$ cat config.mk
export PLATFORM = sky130hd
export DESIGN_NAME = servant_uart_rx
export DESIGN_NICKNAME = d
export VERILOG_FILES = /design/src/rtl/servant_uart_pkg.sv /design/src/rtl/servant_uart_fifo.sv /design/src/rtl/servant_uart_rx.sv
export SDC_FILE = /design/constraint.sdc
export NUM_CORES = 1
export LEC_CHECK = 0
export ABC_AREA = 1
export CORE_AREA = 2 2 76 78
export CTS_BUF_LIST = sky130_fd_sc_hd__clkbuf_8
export CTS_CLUSTER_SIZE = 40
export DETAILED_ROUTE_END_ITERATION = 12
export DIE_AREA = 0 0 78 80
export GPL_TIMING_DRIVEN = 0
export HOLD_SLACK_MARGIN = 0.06
export PLACE_DENSITY = 0.85
export SETUP_SLACK_MARGIN = 0.05
export SYNTH_ARGS = -nofsm -noshare
export SYNTH_HDL_FRONTEND = slang
export SYNTH_SLANG_ARGS = --single-unit
$ cat constraint.sdc
create_clock -name wb_clk -period 3.1 [get_ports wb_clk]
set_input_delay 0.31 -clock wb_clk [delete_from_list [all_inputs] [get_ports wb_clk]]
set_output_delay 0.31 -clock wb_clk [all_outputs]
set_load 0.01 [all_outputs]
$ cat src/rtl/servant_uart_pkg.sv
// Shared types and constants for the servant UART receiver.
// Optional feature macro: SERVANT_UART_RX_PARITY_EN (adds the PARITY state).
package servant_uart_pkg;
  localparam int SYNC_STAGES = 2;
  localparam int BAUD_W      = 16;

  typedef enum logic [2:0] {
    ST_IDLE,
    ST_START,
    ST_DATA,
`ifdef SERVANT_UART_RX_PARITY_EN
    ST_PARITY,
`endif
    ST_STOP,
    ST_BREAK
  } uart_rx_state_t;
endpackage

$ cat src/rtl/servant_uart_fifo.sv
// First-word fall-through receive buffer; head entry is visible while non-empty.
module servant_uart_fifo #(
  parameter int WIDTH = 8,
  parameter int DEPTH = 4
) (
  input  logic             wb_clk,
  input  logic             wb_rst_n,
  input  logic             push,
  input  logic             pop,
  input  logic [WIDTH-1:0] wdata,
  output logic [WIDTH-1:0] rdata,
  output logic             full,
  output logic             empty
);
  localparam int AW = $clog2(DEPTH);

  logic [WIDTH-1:0] mem [DEPTH];
  logic [AW-1:0]    wr_q, rd_q;
  logic [AW:0]      cnt_q;
  logic             do_push, do_pop;

  assign empty   = (cnt_q == '0);
  assign full    = (cnt_q == (AW+1)'(DEPTH));
  assign do_pop  = pop & ~empty;
  // A pop in the same cycle frees the slot the push needs.
  assign do_push = push & (~full | do_pop);
  assign rdata   = empty ? '0 : mem[rd_q];

  always_ff @(posedge wb_clk)
    if (do_push) mem[wr_q] <= wdata;

  always_ff @(posedge wb_clk) begin
    if (!wb_rst_n) begin
      wr_q  <= '0;
      rd_q  <= '0;
      cnt_q <= '0;
    end else begin
      if (do_push) wr_q <= wr_q + AW'(1);
      if (do_pop)  rd_q <= rd_q + AW'(1);
      cnt_q <= cnt_q + (AW+1)'(do_push) - (AW+1)'(do_pop);
    end
  end
endmodule

$ cat src/rtl/servant_uart_rx.sv
// UART receiver for the servant serial line: sync, frame FSM, FWFT byte buffer.
// Optional feature macro: SERVANT_UART_RX_PARITY_EN (even parity bit before stop).
module servant_uart_rx
  import servant_uart_pkg::*;
#(
  parameter int DIVISOR    = 280,
  parameter int DATA_BITS  = 8,
  parameter int FIFO_DEPTH = 4
) (
  input  logic                 wb_clk,
  input  logic                 wb_rst_n,
  input  logic                 i_rx,
  output logic [DATA_BITS-1:0] o_data,
  output logic                 o_valid,
  input  logic                 i_ready,
  output logic                 o_frame_err,
  output logic                 o_parity_err,
  output logic                 o_overflow,
  input  logic                 i_clr
);
  localparam int BCNT_W = $clog2(DATA_BITS);
  localparam logic [BAUD_W-1:0] HALF_CNT = BAUD_W'(DIVISOR/2 - 1);
  localparam logic [BAUD_W-1:0] FULL_CNT = BAUD_W'(DIVISOR - 1);
  localparam logic [BCNT_W-1:0] LAST_BIT = BCNT_W'(DATA_BITS - 1);

  uart_rx_state_t         state_q, state_d;
  logic [SYNC_STAGES-1:0] sync_q;
  logic                   rx;
  logic [BAUD_W-1:0]      cnt_q, cnt_val;
  logic [BCNT_W-1:0]      bit_cnt_q;
  logic [DATA_BITS-1:0]   shift_q;
  logic                   tick, cnt_ld, shift_en, push, pop, full, empty, ferr_d;

  assign rx   = sync_q[SYNC_STAGES-1];
  assign tick = (cnt_q == '0);

  always_ff @(posedge wb_clk)
    if (!wb_rst_n) sync_q <= '1;
    else           sync_q <= {sync_q[SYNC_STAGES-2:0], i_rx};

  always_ff @(posedge wb_clk)
    if (!wb_rst_n) state_q <= ST_IDLE;
    else           state_q <= state_d;

`ifdef SERVANT_UART_RX_PARITY_EN
  logic par_smp, par_bad_q, perr_d;
`endif

  always_comb begin
    state_d  = state_q;
    cnt_ld   = 1'b0;
    cnt_val  = FULL_CNT;
    shift_en = 1'b0;
    push     = 1'b0;
    ferr_d   = 1'b0;
`ifdef SERVANT_UART_RX_PARITY_EN
    par_smp  = 1'b0;
    perr_d   = 1'b0;
`endif
    case (state_q)
      ST_IDLE: if (!rx) begin
        state_d = ST_START;
        cnt_ld  = 1'b1;
        cnt_val = HALF_CNT;
      end
      // Mid-start-bit recheck rejects short low glitches.
      ST_START: if (tick) begin
        state_d = rx ? ST_IDLE : ST_DATA;
        cnt_ld  = ~rx;
      end
      ST_DATA: if (tick) begin
        shift_en = 1'b1;
        cnt_ld   = 1'b1;
`ifdef SERVANT_UART_RX_PARITY_EN
        if (bit_cnt_q == LAST_BIT) state_d = ST_PARITY;
`else
        if (bit_cnt_q == LAST_BIT) state_d = ST_STOP;
`endif
      end
`ifdef SERVANT_UART_RX_PARITY_EN
      ST_PARITY: if (tick) begin
        par_smp = 1'b1;
        cnt_ld  = 1'b1;
        state_d = ST_STOP;
      end
`endif
      ST_STOP: if (tick) begin
        state_d = rx ? ST_IDLE : ST_BREAK;
        ferr_d  = ~rx;
`ifdef SERVANT_UART_RX_PARITY_EN
        perr_d  = par_bad_q;
        push    = rx & ~par_bad_q;
`else
        push    = rx;
`endif
      end
      ST_BREAK: if (rx) state_d = ST_IDLE;
      default:  state_d = ST_IDLE;
    endcase
  end

  always_ff @(posedge wb_clk) begin
    if (!wb_rst_n) begin
      cnt_q     <= '0;
      bit_cnt_q <= '0;
      shift_q   <= '0;
    end else begin
      if (cnt_ld)          cnt_q <= cnt_val;
      else if (cnt_q != 0) cnt_q <= cnt_q - BAUD_W'(1);
      if (state_q != ST_DATA) bit_cnt_q <= '0;
      else if (shift_en)      bit_cnt_q <= bit_cnt_q + BCNT_W'(1);
      if (shift_en) shift_q <= {rx, shift_q[DATA_BITS-1:1]};
    end
  end

`ifdef SERVANT_UART_RX_PARITY_EN
  // Even parity: data bits plus parity bit must XOR to zero.
  always_ff @(posedge wb_clk)
    if (!wb_rst_n) begin
      par_bad_q    <= 1'b0;
      o_parity_err <= 1'b0;
    end else begin
      if (par_smp) par_bad_q <= (^shift_q) ^ rx;
      o_parity_err <= perr_d;
    end
`else
  assign o_parity_err = 1'b0;
`endif

  always_ff @(posedge wb_clk)
    if (!wb_rst_n) o_frame_err <= 1'b0;
    else           o_frame_err <= ferr_d;

  assign pop     = o_valid & i_ready;
  assign o_valid = ~empty;

  // A new drop takes priority over a clear in the same cycle.
  always_ff @(posedge wb_clk)
    if (!wb_rst_n)                o_overflow <= 1'b0;
    else if (push & full & ~pop) o_overflow <= 1'b1;
    else if (i_clr)              o_overflow <= 1'b0;

  servant_uart_fifo #(.WIDTH(DATA_BITS), .DEPTH(FIFO_DEPTH)) u_fifo (
    .wb_clk   (wb_clk),
    .wb_rst_n (wb_rst_n),
    .push     (push),
    .pop      (pop),
    .wdata    (shift_q),
    .rdata    (o_data),
    .full     (full),
    .empty    (empty)
  );
endmodule
Word level (Yosys, flattened, before mapping)
Memories as Yosys holds them, arrays and structs flattened. A register that Yosys moved wholly into a read port is not among the register bits.
Cells that the tools add are included.
{"block": "op_classes", "add_sub_neg": 6, "muxes": 27, "n_bitwise": 11, "reduce_logical": 9, "n_eq_ne": 13}
{"cell": "$mux W16", "count": 2}
{"cell": "$mux W3", "count": 7}
{"cell": "$mux W9", "count": 2}
{"cell": "$logic_not A16 Y1", "count": 1}
{"cell": "$reduce_bool A16 Y1", "count": 1}
{"cell": "$sub A16 B1 Y16 const B", "count": 1}
{"cell": "$pmux W3 S5", "count": 1}
{"cell": "$ne A2 B2 Y1 const B", "count": 6}
{"cell": "$mux W1", "count": 10}
{"cell": "$eq A3 B3 Y1 const B", "count": 3}
{"cell": "$mux W8", "count": 1}
{"cell": "$eq A3 B2 Y1 const B", "count": 2}
{"cell": "$logic_not A3 Y1", "count": 2}
{"cell": "$mux W2", "count": 3}
{"cell": "$reduce_and A6 Y1", "count": 1}
{"cell": "$and A1 B1 Y1", "count": 5}
{"cell": "$not A1 Y1", "count": 5}
{"cell": "$add A2 B1 Y2 const B", "count": 2}
{"cell": "$reduce_bool A2 Y1", "count": 2}
{"cell": "$add A3 B1 Y3", "count": 1}
{"cell": "$add A3 B1 Y3 const B", "count": 1}
{"cell": "$eq A3 B1 Y1 const B", "count": 1}
{"cell": "$ne A3 B2 Y1 const B", "count": 1}
{"cell": "$pmux W1 S3", "count": 1}
{"cell": "4 further kinds", "count": 4}
{"block": "word_totals", "ramBits": 32, "mem_count": 1, "ff_bits": 41}
{"memory": "u_fifo.mem", "depth": 4, "word_bits": 8, "rd": 1, "rd_clocked_by_memory_dff": 1, "write_ports": 1, "line_no": "servant_uart_fifo.sv:17", "source": "logic [WIDTH-1:0] mem [DEPTH];"}

Longest topological paths before layout
Gate-level depths: netlist of run 1.
{"block": "depth", "ltp_word": 8, "depth_mapped": 15, "depth_no_buf": 14}

By module
A second synthesis of run 1 with hierarchy kept.
{"block": "unflattened", "hier_cells": 440, "area_unflattened_um2": 3738.6}
{"module": "servant_uart_rx", "cells_per_inst": 277, "n_inst": 1, "area_per_inst_um2": 1913.1, "seq_area_each_um2": 680.7}
{"module": "servant_uart_fifo", "cells_per_inst": 163, "n_inst": 1, "area_per_inst_um2": 1825.5, "seq_area_each_um2": 1141.1}

Worst setup path after synthesis of run 1
No wires, ideal clock.
{"block": "synth_timing", "path_kind": "reg-to-reg", "from": "register u_fifo.cnt_q[1]", "to": "register u_fifo.cnt_q[2]", "required_time_ns": 3.030, "path_slack_ns": 1.049, "path_stages_with_launch": 11, "arrival_ns": 1.981, "setup_ns": 0.070, "synth_period_minus_slack_ns": 2.051, "path_cell_list": "dfxtp_1 > nor3_2 > nor2_1 > ha_1 > inv_1 > ha_1 > inv_1 > fa_1 > inv_1 > o21ai_0 > a21oi_1"}
{"block": "synth_between", "elab_chain_len": 8, "word_cells_on_any_way": 10, "classes_between": "add/sub: 2; eq/ne: 1; bitwise: 6; reduce/logical: 1"}
{"element": "start, declared", "line_no": "servant_uart_fifo.sv:19", "source": "logic [AW:0] cnt_q;"}
{"element": "start signal, assigned", "line_no": "servant_uart_fifo.sv:40", "source": "cnt_q <= cnt_q + (AW+1)'(do_push) - (AW+1)'(do_pop);"}
{"element": "$logic_not A3 Y1 *", "line_no": "servant_uart_fifo.sv:22", "source": "assign empty = (cnt_q == '0);"}
{"element": "$not A1 Y1 *", "line_no": "servant_uart_fifo.sv:24, servant_uart_rx.sv:135"}
{"element": "$and A1 B1 Y1", "line_no": "servant_uart_rx.sv:134", "source": "assign pop = o_valid & i_ready;"}
{"element": "$and A1 B1 Y1 *", "line_no": "servant_uart_fifo.sv:24", "source": "assign do_pop = pop & ~empty;"}
{"element": "named net u_fifo.do_pop", "line_no": "servant_uart_fifo.sv:20", "source": "logic do_push, do_pop;"}
{"element": "$or A1 B1 Y1", "line_no": "servant_uart_fifo.sv:26", "source": "assign do_push = push & (~full | do_pop);"}
{"element": "$and A1 B1 Y1", "line_no": "servant_uart_fifo.sv:26"}
{"element": "$add A3 B1 Y3", "line_no": "servant_uart_fifo.sv:40"}
{"element": "$sub A3 B1 Y3 *", "line_no": "servant_uart_fifo.sv:40"}
The timed path passes the listed nets; every way through them passes the cells marked *.
A chain may end at the register's enable or synchronous reset.

==> results of run 1 <==
## synth_stat cells
master,instances
inv_1,47
nand3_4,1
nor2_2,4
nand2_1,64
fa_1,1
nor3_1,3
nand3_2,2
buf_4,1
clkinv_1,1
buf_1,1
nor2_1,111
or3_1,1
or2_2,2
nand2_2,3
o21ai_1,1
clkinv_2,1
and2_1,1
buf_2,4
xnor2_1,5
conb_1,1
inv_2,3
edfxtp_1,32
nand3_1,19
o21a_1,1
a21oi_1,22
dfxtp_1,43
nand3b_1,2
buf_6,1
xor2_1,2
clkbuf_1,3
nor3_2,2
ha_1,10
o21ai_0,35
nor2_4,2
## cells by family (layout without fill, tap and decap cells)
family,Yosys count,in the layout,share of synthesized area
simple gates,217,217,0.2651
fa+ha+maj,11,11,0.04134
other cells,1,1,0.001068
compound gates,59,59,0.08482
buf+inv,62,92,0.07127
flops,75,75,0.5189
xor+xnor,7,7,0.01746
## path summary, 6_finish.rpt
path                                              endpoint  slack, ps  depth (start not counted)
worst max-delay path                             o_data[7]        410                          7
worst min-delay path                             flip-flop        310                          3
worst max register to register  u_fifo.cnt_q[2]$_SDFF_PN0_        660                         10
worst min register to register        sync_q[1]$_SDFF_PN1_        420                          1
## per-stage QoR
step           cells  setup slack, ps  total power [mW]  utilization  cell area [µm²]
3_3_place_gp     518            711.6             2.691       0.6921             3741
4_1_cts          534            429.5             3.454       0.7262             3925
2_1_floorplan    432             1049             2.392            -             3511
5_1_grt          534            259.4             3.723       0.7262             3925
6_report         534            407.5             3.445       0.7262             3925
3_5_place_dp     518            635.6             2.758       0.6921             3741
## state kept, by name, summed over array words and instances (netlist names), named ones only
name / flops
u_fifo.mem: 32
cnt_q: 16
shift_q: 8
bit_cnt_q: 3
state_q: 3
u_fifo.cnt_q: 3
sync_q: 2
u_fifo.rd_q: 2
u_fifo.wr_q: 2
o_frame_err: 1
o_overflow: 1
## tightest hold or removal path, stage by stage
cell     delay (ps)
buf_2           170
o21ai_0          90
a21oi_1          50
## metal layers
| layer | vias to the layer above | routed length [µm] | GRT usage |
|---|---|---|---|
| met5 | - | 0 | 0 |
| met1 | 1274 | 3010 | 0.2646 |
| met4 | 0 | 98 | 0.1298 |
| met2 | 50 | 3385 | 0.4207 |
| li1 | 1430 | - | - |
| met3 | 13 | 240 | 0.06109 |
## where the power goes
part | switching, mW | internal, mW
Combinational | 0.913 | 0.571
Sequential | 0.122 | 1.14
Clock | 0.393 | 0.302
## cell type report
cell class,instances,area (µm²),share of cell area
timing repair buffer,14,140.1,0.03570
clock inverter,7,60.06,0.01530
clock buffer,9,123.9,0.03156
sequential,75,1822,0.4641
inverter,52,196.4,0.05005
buffer,10,53.80,0.01371
tap,72,90.09,0.02295
multi-input combinational,295,1439,0.3666
==> reports/qor.yml, run 1 <==
routing:
  routedWlPerCell_um: 12.61
  viasPerCell: 5.182
  first_pass_iters: 4
  num_vias: 2767
  ant_nets: 0
  route.detailed.drc: 0
  drt_iter0_drc: 128
  wl_mm: 6.733
worst_setup_path:
  worstReg2RegStart: "u_fifo.cnt_q[1]$_SDFF_PN0_"
  slowest_stage: "clkdlybuf4s50_1"
  cp_max_fo: 10
  path_delay_family: "buffers and inverters"
  crit_chain: "clkbuf_1 > buf_2 > nor2_1 > nor2_1 > o21ai_0 > a21oi_1 > clkdlybuf4s50_1"
  critPathArrivalTime_ps: 2380
  worstSetupPathType: "reg -> out"
  cpMostUsedCell: "nor2_1"
  critPathRequiredTime_ps: 2790
  crit_path_start_kind: "flip-flop"
  end_kind: "primary output"
  critPathMaxStageDelay_ps: 560
  cp_num_buf_inv: 3
flow_run:
  drv_cap: 0
status:
  run_status: "finished, final reports clean"
logic_synthesis:
  syn_area_per_cell_um2: 8.127
  seq_area_frac_synth: 0.5189
  synth_cells: 432
  syn_area_um2: 3511
  ys_ff_latch: 75
  synth_cell_types: 34
  synthTopCellsByArea: "edfxtp_1 27%, dfxtp_1 25%, nor2_1 12%"
  yosysWarnings: 0
  syn-num-nets: 448
  synth_top_area_frac: 0.2737
  yosysTopAreaCell: "edfxtp_1"
min_path:
  min_from: "wb_rst_n"
  hold_class: "in -> reg"
placed_design:
  numPortBuffers: 14
  gp_congestion: 0.9351
  dp.final_hpwl_mm: 4.735
clock_tree:
  clk_latency_ps: 350
  cts_buffers: 9
  cts_root_buf: "clkbuf_8"
  htreeDepth: 3
  clock_path_buffers: 2
  post_cts_resized: 0
  hold_buffers: 0
  cts_tree: "yes"
  clock-sinks: 75
  clk_pin_slew_ps: 80
  cts_setup_buffers: 0
floorplan:
  num_io_pins: 17
  dieArea_um2: 6240
  die-height_um: 80
  placementRows: 27
  die_w_um: 78
  initial_utilization: 0.6495
  coreArea_um2: 5405
layout:
  n_antenna_cell: 0
  fill_cells: 431
  nets: 473
  area_growth_pct: 11.80
  final_cell_mix: "111 x nor2_1, 64 x nand2_1, 47 x inv_1, 43 x dfxtp_1, 35 x o21ai_0"
  final_common_cell: "nor2_1"
  drive_gt1_frac: 0.09091
sta:
  setup_tns_ps: 0
  fin_crit_sh: 0.8685
  max_freq_mhz: 371.4
  setup_viol: 0
  rsz0062_at_grt: "false"
  skew_ps: 6.284
  tightest_slew_ps: 760.1
  holdWs_ps: 310.4
  fin_crit_ps: 2693
  finalHoldViolations: 0
  drv_slew: 0
  slew_headroom: 0.4914
global_routing:
  grt_max_degree: 16
  antenna_found_initial: 0
  grt_usage: 0.2389
  grt_pass1_wl_mm: 11.43
  grt_pass1_vias: 2709
  gr-total-overflow: 0
power:
  power_per_cell_area_nw_per_um2: 877.7
  p_leak_nw: 1.734
  vdd_drop_max_mv: 0.6510
Note: power is estimated with default switching activity, not from simulation.
==> inputs of run 2 (changes only) <==
- CORE_AREA: 2 2 76 78 -> 2 2 74 76
- DIE_AREA: 0 0 78 80 -> 0 0 76 78
- DONT_BUFFER_PORTS: unset -> 1
- clock period: 3.1 -> 3.3 ns (I/O delays scaled with it)
==> run 2 against run 1 <==
  * Combinational power down 11%
  * First-iteration DRC count up 20%
  * Core utilization increased by 2.1 points
  * Register-to-register slack improved by 120 ps
  * Largest power group unchanged
  * Highest routed layer unchanged
==> reports/qor.yml, run 2 (synthesis results as in run 1) <==
worst_setup_path:
  path_delay_family: "simple AND/OR/NAND/NOR gates"
  r2r_slack_ps: 780  # +120 ps
  r2r_cells: 10  # unchanged
  crit_path_start_kind: "flip-flop"
  critPathRequiredTime_ps: 3590  # +800 ps
  worstReg2RegStart: "u_fifo.cnt_q[1]$_SDFF_PN0_"
  cp_num_buf_inv: 3  # unchanged
  crit_chain: "nor3_2 > nor2_1 > ha_1 > inv_1 > ha_1 > inv_1 > fa_1 > inv_1 > o21ai_0 > a21oi_1"
  slowest_stage: "nor3_2"
  end_kind: "flip-flop"
  critPathMaxStageDelay_ps: 650  # +90 ps
  cp_max_fo: 10  # unchanged
  worstSetupPathType: "reg -> reg"
  reg2reg_to: "u_fifo.cnt_q[2]$_SDFF_PN0_"
  cpMostUsedCell: "inv_1"
  critPathArrivalTime_ps: 2810  # +430 ps
sta:
  slew_headroom: 0.4843  # -0.007121
  max_freq_mhz: 396.7
  drv_slew: 0  # unchanged
  setup_tns_ps: 0  # unchanged
  setup_viol: 0  # unchanged
  fin_crit_ps: 2521
  tightest_slew_ps: 769.4  # +9.298 ps
  skew_ps: 5.986  # -0.2981 ps
  finalHoldViolations: 0  # unchanged
  fin_crit_sh: 0.7639
  holdWs_ps: 80.71  # -229.7 ps
  rsz0062_at_grt: "false"
layout:
  nets: 459  # -3.0%
  final_common_cell: "nor2_1"
  final_cell_mix: "111 x nor2_1, 64 x nand2_1, 48 x inv_1, 43 x dfxtp_1, 35 x o21ai_0"
  largest_reg_flops: 32  # unchanged
  reg.largest.list: "u_fifo.mem: 32 flops, cnt_q: 16 flops, shift_q: 8 flops"
  fill_cells: 378  # -12%
  multi_input_area_um2: 1439  # unchanged
  regArea_um2: 1822  # unchanged
  regMostFlops: "u_fifo.mem"
  n_antenna_cell: 0  # unchanged
  drive_gt1_frac: 0.09152  # +0.0006088
  area_growth_pct: 7.341
min_path:
  worstHoldEndpoint: "sync_q[0]$_SDFF_PN1_"
  hold_class: "in -> reg"
  min_from: "i_rx"
  min_path_cells: 1  # -2
placed_design:
  gp_congestion: 0.9014  # -3.6%
  dp.final_hpwl_mm: 4.570  # -3.5%
  numPortBuffers: 0  # -14
power:
  vdd_drop_max_mv: 0.5987  # -8.0%
  p_leak_nw: 1.687  # -2.7%
  power_per_cell_area_nw_per_um2: 830.9  # -5.3%
clock_tree:
  cts_root_buf: "clkbuf_8"
  cts_tree: "yes"
  post_cts_resized: 0  # unchanged
  hold_buffers: 0  # unchanged
  cts_setup_buffers: 0  # unchanged
  clk_pin_slew_ps: 80  # about the same
  clock-sinks: 75  # unchanged
  clock_path_buffers: 2  # unchanged
  clk_latency_ps: 350  # about the same
  htreeDepth: 3  # unchanged
  cts_buffers: 9  # unchanged
routing:
  viasPerCell: 5.317  # +2.6%
  drt_iter0_drc: 153  # +20%
  first_pass_iters: 4  # unchanged
  ant_nets: 0  # unchanged
  num_vias: 2754  # -0.47%
  wl_mm: 6.678  # -0.82%
  route.detailed.drc: 0  # unchanged
  routedWlPerCell_um: 12.89  # +2.2%
global_routing:
  gr-total-overflow: 0  # unchanged
  antenna_found_initial: 0  # unchanged
  grt_pass1_vias: 2728  # +0.70%
  grt_pass1_wl_mm: 11.49  # +0.54%
  grt_usage: 0.2499  # +0.01098
  grt_max_degree: 15  # -1
floorplan:
  placementRows: 26  # -3.7%
  die_w_um: 76  # -2.6%
  die-height_um: 78  # -2.5%
  dieArea_um2: 5928  # -5.0%
  coreArea_um2: 5042  # -6.7%
  num_io_pins: 17  # unchanged
  initial_utilization: 0.6963  # +0.04674
flow_run:
  drv_cap: 0  # unchanged
status:
  run_status: "finished, final reports clean"
==> run 2: cell count changes in the layout (fill, tap and decap cells not counted) <==
cell	before	now
inv_1	47	48
inv_6	2	1
inv_8	1	0
clkdlybuf4s50_1	14	0
clkinvlp_4	3	2
clkinv_2	1	3
==> run 2: layer usage <==
| layer | wire length, µm | global-route usage | vias up |
|---|---|---|---|
| met5 | 0 | 0 | - |
| met4 | 198 | 0.1691 | 0 |
| met3 | 318 | 0.05465 | 21 |
| met2 | 3370 | 0.4357 | 70 |
| met1 | 2791 | 0.2742 | 1266 |
| li1 | - | - | 1397 |
==> run 2: worst max path at each step <==
stage / from / endpoint / slack, ps / cells past startpoint
floorplan: u_fifo.cnt_q[1]$_SDFF_PN0_ / u_fifo.cnt_q[2]$_SDFF_PN0_ / 1250 / 10
global placement: u_fifo.cnt_q[1]$_SDFF_PN0_ / u_fifo.cnt_q[2]$_SDFF_PN0_ / 900 / 10
detailed placement: u_fifo.cnt_q[1]$_SDFF_PN0_ / u_fifo.cnt_q[2]$_SDFF_PN0_ / 770 / 10
CTS: u_fifo.cnt_q[1]$_SDFF_PN0_ / u_fifo.cnt_q[2]$_SDFF_PN0_ / 760 / 10
global route: u_fifo.cnt_q[1]$_SDFF_PN0_ / u_fifo.cnt_q[2]$_SDFF_PN0_ / 580 / 10
finish: u_fifo.cnt_q[1]$_SDFF_PN0_ / u_fifo.cnt_q[2]$_SDFF_PN0_ / 780 / 10
==> run 2: worst reg2reg max path, cell delays in order (launching register included) <==
cell	delay, ps
dfxtp_1	370
nor3_2	650
nor2_1	210
ha_1	340
inv_1	60
ha_1	140
inv_1	50
fa_1	360
inv_1	80
o21ai_0	90
a21oi_1	120
==> run 2: power breakdown <==
| part | internal [mW] | leakage [nW] | switching [mW] |
|---|---|---|---|
| registers | 1.07 | 0.720 | 0.114 |
| logic | 0.466 | 0.880 | 0.855 |
| clock network | 0.271 | 0.0868 | 0.351 |
==> run 2: final cells by class <==
| cell class | instances | area share |
|---|---|---|
| tap | 70 | 0.02324 |
| clock buffer | 9 | 0.03287 |
| multi-input combinational | 295 | 0.3818 |
| clock inverter | 7 | 0.01228 |
| buffer | 10 | 0.01428 |
| inverter | 52 | 0.05212 |
| sequential | 75 | 0.4834 |
==> run 2: stage by stage <==
| stage | util | total power [mW] | cells | cell area, µm² | worst slack [ps] |
|---|---|---|---|---|---|
| detailed placement | 0.7136 | 2.514 | 502 | 3598 | 772.8 |
| CTS | 0.7474 | 3.127 | 518 | 3769 | 762.3 |
| finish | 0.7474 | 3.131 | 518 | 3769 | 779.2 |
| global placement | 0.7136 | 2.447 | 502 | 3598 | 901.1 |
| floorplan | - | 2.247 | 432 | 3511 | 1249 |
| global route | 0.7474 | 3.388 | 518 | 3769 | 583.2 |
==> inputs of run 3 (changes only) <==
- CORE_AREA: 2 2 74 76 -> 2 2 76 78
- DIE_AREA: 0 0 76 78 -> 0 0 78 80
- PLACE_DENSITY: 0.85 -> 0.81
- clock period: 3.3 -> 2.6 ns (I/O delays scaled with it)
==> run 3 against run 2 <==
  * Global-route usage fell by 2.3 points
  * Register-to-register slack lost 480 ps
  * Clock power rose by 42%
  * Non-clock buffer count grew 1
  * Fmax rose by 9.5%
  * Critical path depth is 1 lower
  * Sequential power rose by 27%
  * Largest power group unchanged
  * Total power grew 30%
==> reports/qor.yml, run 3 (synthesis results as in run 1) <==
worst_setup_path:
  worstReg2RegStart: "cnt_q[0]$_SDFFE_PN0P_"
  worstSetupPathType: "reg -> reg"
  r2r_cells: 9  # -1
  path_delay_family: "simple AND/OR/NAND/NOR gates"
  critPathMaxStageDelay_ps: 640  # about the same
  end_kind: "flip-flop"
  crit_path_start_kind: "flip-flop"
  crit_chain: "inv_1 > ha_1 > nand2_1 > nor2_4 > nand2_2 > buf_6 > clkinv_2 > nand3_4 > nor2_1"
  r2r_slack_ps: 300  # -480 ps
  cp_max_fo: 10  # unchanged
  reg2reg_to: "u_fifo.mem[1][5]$_DFFE_PP_"
  critPathRequiredTime_ps: 2580  # -1010 ps
  critPathArrivalTime_ps: 2280  # -530 ps
  slowest_stage: "nor2_1"
  cp_num_buf_inv: 3  # unchanged
layout:
  fill_cells: 440  # +16%
  drive_gt1_frac: 0.09354  # +0.002023
  reg.largest.list: "u_fifo.mem: 32 flops, cnt_q: 16 flops, shift_q: 8 flops"
  final_common_cell: "nor2_1"
  area_growth_pct: 8.696
  final_cell_mix: "111 x nor2_1, 64 x nand2_1, 47 x inv_1, 43 x dfxtp_1, 35 x o21ai_0"
  largest_reg_flops: 32  # unchanged
  n_antenna_cell: 0  # unchanged
  finish.instance_area_um2: 3816  # +1.3%
  regMostFlops: "u_fifo.mem"
  final_util: 0.7060  # -0.04138
  nets: 460  # +0.22%
  final_cells: 521  # +0.58%
floorplan:
  num_io_pins: 17  # unchanged
  die_w_um: 78  # +2.6%
  coreArea_um2: 5405  # +7.2%
  initial_utilization: 0.6495  # -0.04674
  dieArea_um2: 6240  # +5.3%
  die-height_um: 80  # +2.6%
  placementRows: 27  # +3.8%
routing:
  routedWlPerCell_um: 12.37  # -4.1%
  drt_iter0_drc: 149  # -2.6%
  wl_mm: 6.444  # -3.5%
  route.detailed.drc: 0  # unchanged
  num_vias: 2705  # -1.8%
  first_pass_iters: 5  # +1
  ant_nets: 0  # unchanged
  viasPerCell: 5.192  # -2.3%
sta:
  setup_viol: 0  # unchanged
  skew_ps: 8.343  # +2.358 ps
  fin_crit_ps: 2302  # -218.9 ps
  max_freq_mhz: 434.4  # +9.5%
  tightest_slew_ps: 792.4  # +23.06 ps
  drv_slew: 0  # unchanged
  fin_crit_sh: 0.8853  # +0.1215
  finalHoldViolations: 0  # unchanged
  setup_tns_ps: 0  # unchanged
  rsz0062_at_grt: "false"
  slew_headroom: 0.4698  # -0.01453
placed_design:
  placed_cells: 504  # +0.40%
  numPortBuffers: 0  # unchanged
  gp_congestion: 0.9054  # +0.44%
  dp.final_hpwl_mm: 4.408  # -3.5%
  place_area_um2: 3601  # about the same
clock_tree:
  cts_buffers: 9  # unchanged
  clk_latency_ps: 340  # about the same
  clk_pin_slew_ps: 80  # about the same
  clock-sinks: 75  # unchanged
  cts_setup_buffers: 0  # unchanged
  htreeDepth: 3  # unchanged
  cts_tree: "yes"
  clock_path_buffers: 2  # unchanged
  cts_root_buf: "clkbuf_8"
power:
  vdd_drop_max_mv: 0.8600  # +44%
  power_per_cell_area_nw_per_um2: 1066  # +28%
  p_leak_nw: 1.710  # +1.4%
global_routing:
  grt_max_degree: 15  # unchanged
  antenna_found_initial: 0  # unchanged
  gr-total-overflow: 0  # unchanged
  grt_usage: 0.2270  # -0.02285
  grt_pass1_wl_mm: 10.85  # -5.6%
  grt_pass1_vias: 2544  # -6.7%
min_path:
  min_path_cells: 3  # +2
  min_from: "i_clr"
  hold_class: "in -> reg"
  worstHoldEndpoint: "o_overflow$_SDFFE_PN0P_"
status:
  run_status: "finished, final reports clean"
flow_run:
  drv_cap: 0  # unchanged
## run 3: cell types whose count changed in the layout (fill, tap and decap cells not counted)
| cell | previous run | this run |
|---|---|---|
| inv_6 | 1 | 2 |
| clkinvlp_4 | 2 | 0 |
| inv_1 | 48 | 47 |
| nor3_2 | 2 | 1 |
| nor3_4 | 0 | 1 |
| bufinv_16 | 0 | 1 |
| clkinv_4 | 1 | 2 |
| dlygate4sd3_1 | 0 | 1 |
## run 3: worst max path at each step
stage	from	endpoint	slack, ps	depth (start not counted)
3_5_place_dp	u_fifo.cnt_q[1]$_SDFF_PN0_	u_fifo.cnt_q[2]$_SDFF_PN0_	70	10
5_1_grt	cnt_q[0]$_SDFFE_PN0P_	u_fifo.mem[0][4]$_DFFE_PP_	70	9
4_1_cts	u_fifo.cnt_q[1]$_SDFF_PN0_	u_fifo.cnt_q[2]$_SDFF_PN0_	70	10
3_3_place_gp	u_fifo.cnt_q[1]$_SDFF_PN0_	u_fifo.cnt_q[2]$_SDFF_PN0_	190	10
2_1_floorplan	u_fifo.cnt_q[1]$_SDFF_PN0_	u_fifo.cnt_q[2]$_SDFF_PN0_	550	10
6_report	cnt_q[0]$_SDFFE_PN0P_	u_fifo.mem[1][5]$_DFFE_PP_	300	9
## run 3: final cells by class
cell class                 instances  area, µm²  area share
sequential                        75       1822      0.4774
buffer                            10      53.80     0.01410
clock inverter                     7      75.07     0.01967
timing repair buffer               1      10.01    0.002623
inverter                          52      196.4     0.05148
multi-input combinational        295       1445      0.3787
tap                               72      90.09     0.02361
clock buffer                       9      123.9     0.03246
## run 3: layer usage
metal  routed length (µm)  global-route usage  up-vias
li1                     -                   -     1397
met1                 2778              0.2511     1201
met2                 3133              0.4043       80
met3                  312             0.04977       27
met4                  219              0.1281        0
met5                    0                   0        -
## run 3: per-stage QoR
step / worst slack (ps) / hold slack, ps / power [mW]
finish: 298.1 / 77.08 / 4.067
global route: 74.42 / 81.54 / 4.393
CTS: 69.43 / 67.43 / 4.065
detailed placement: 72.32 / 369.4 / 3.176
global placement: 192.4 / 368.1 / 3.112
floorplan: 548.9 / 366.6 / 2.851
## run 3: worst min-delay path: stages
cell and delay [ps]:
inv_1 20, nand2_1 40, a21oi_1 50
## run 3: power by group
| group | switching [mW] | leakage (nW) | internal, mW |
|---|---|---|---|
| combinational | 1.07 | 0.886 | 0.597 |
| clock | 0.435 | 0.104 | 0.449 |
| sequential | 0.150 | 0.720 | 1.36 |
## run 3: repair_timing
item                                   in CTS  in global routing
setup endpoints to repair                   0                  2
gates resized for setup                     0                  1
hold buffers                                1                  0
endpoints found under the hold margin       1                  0
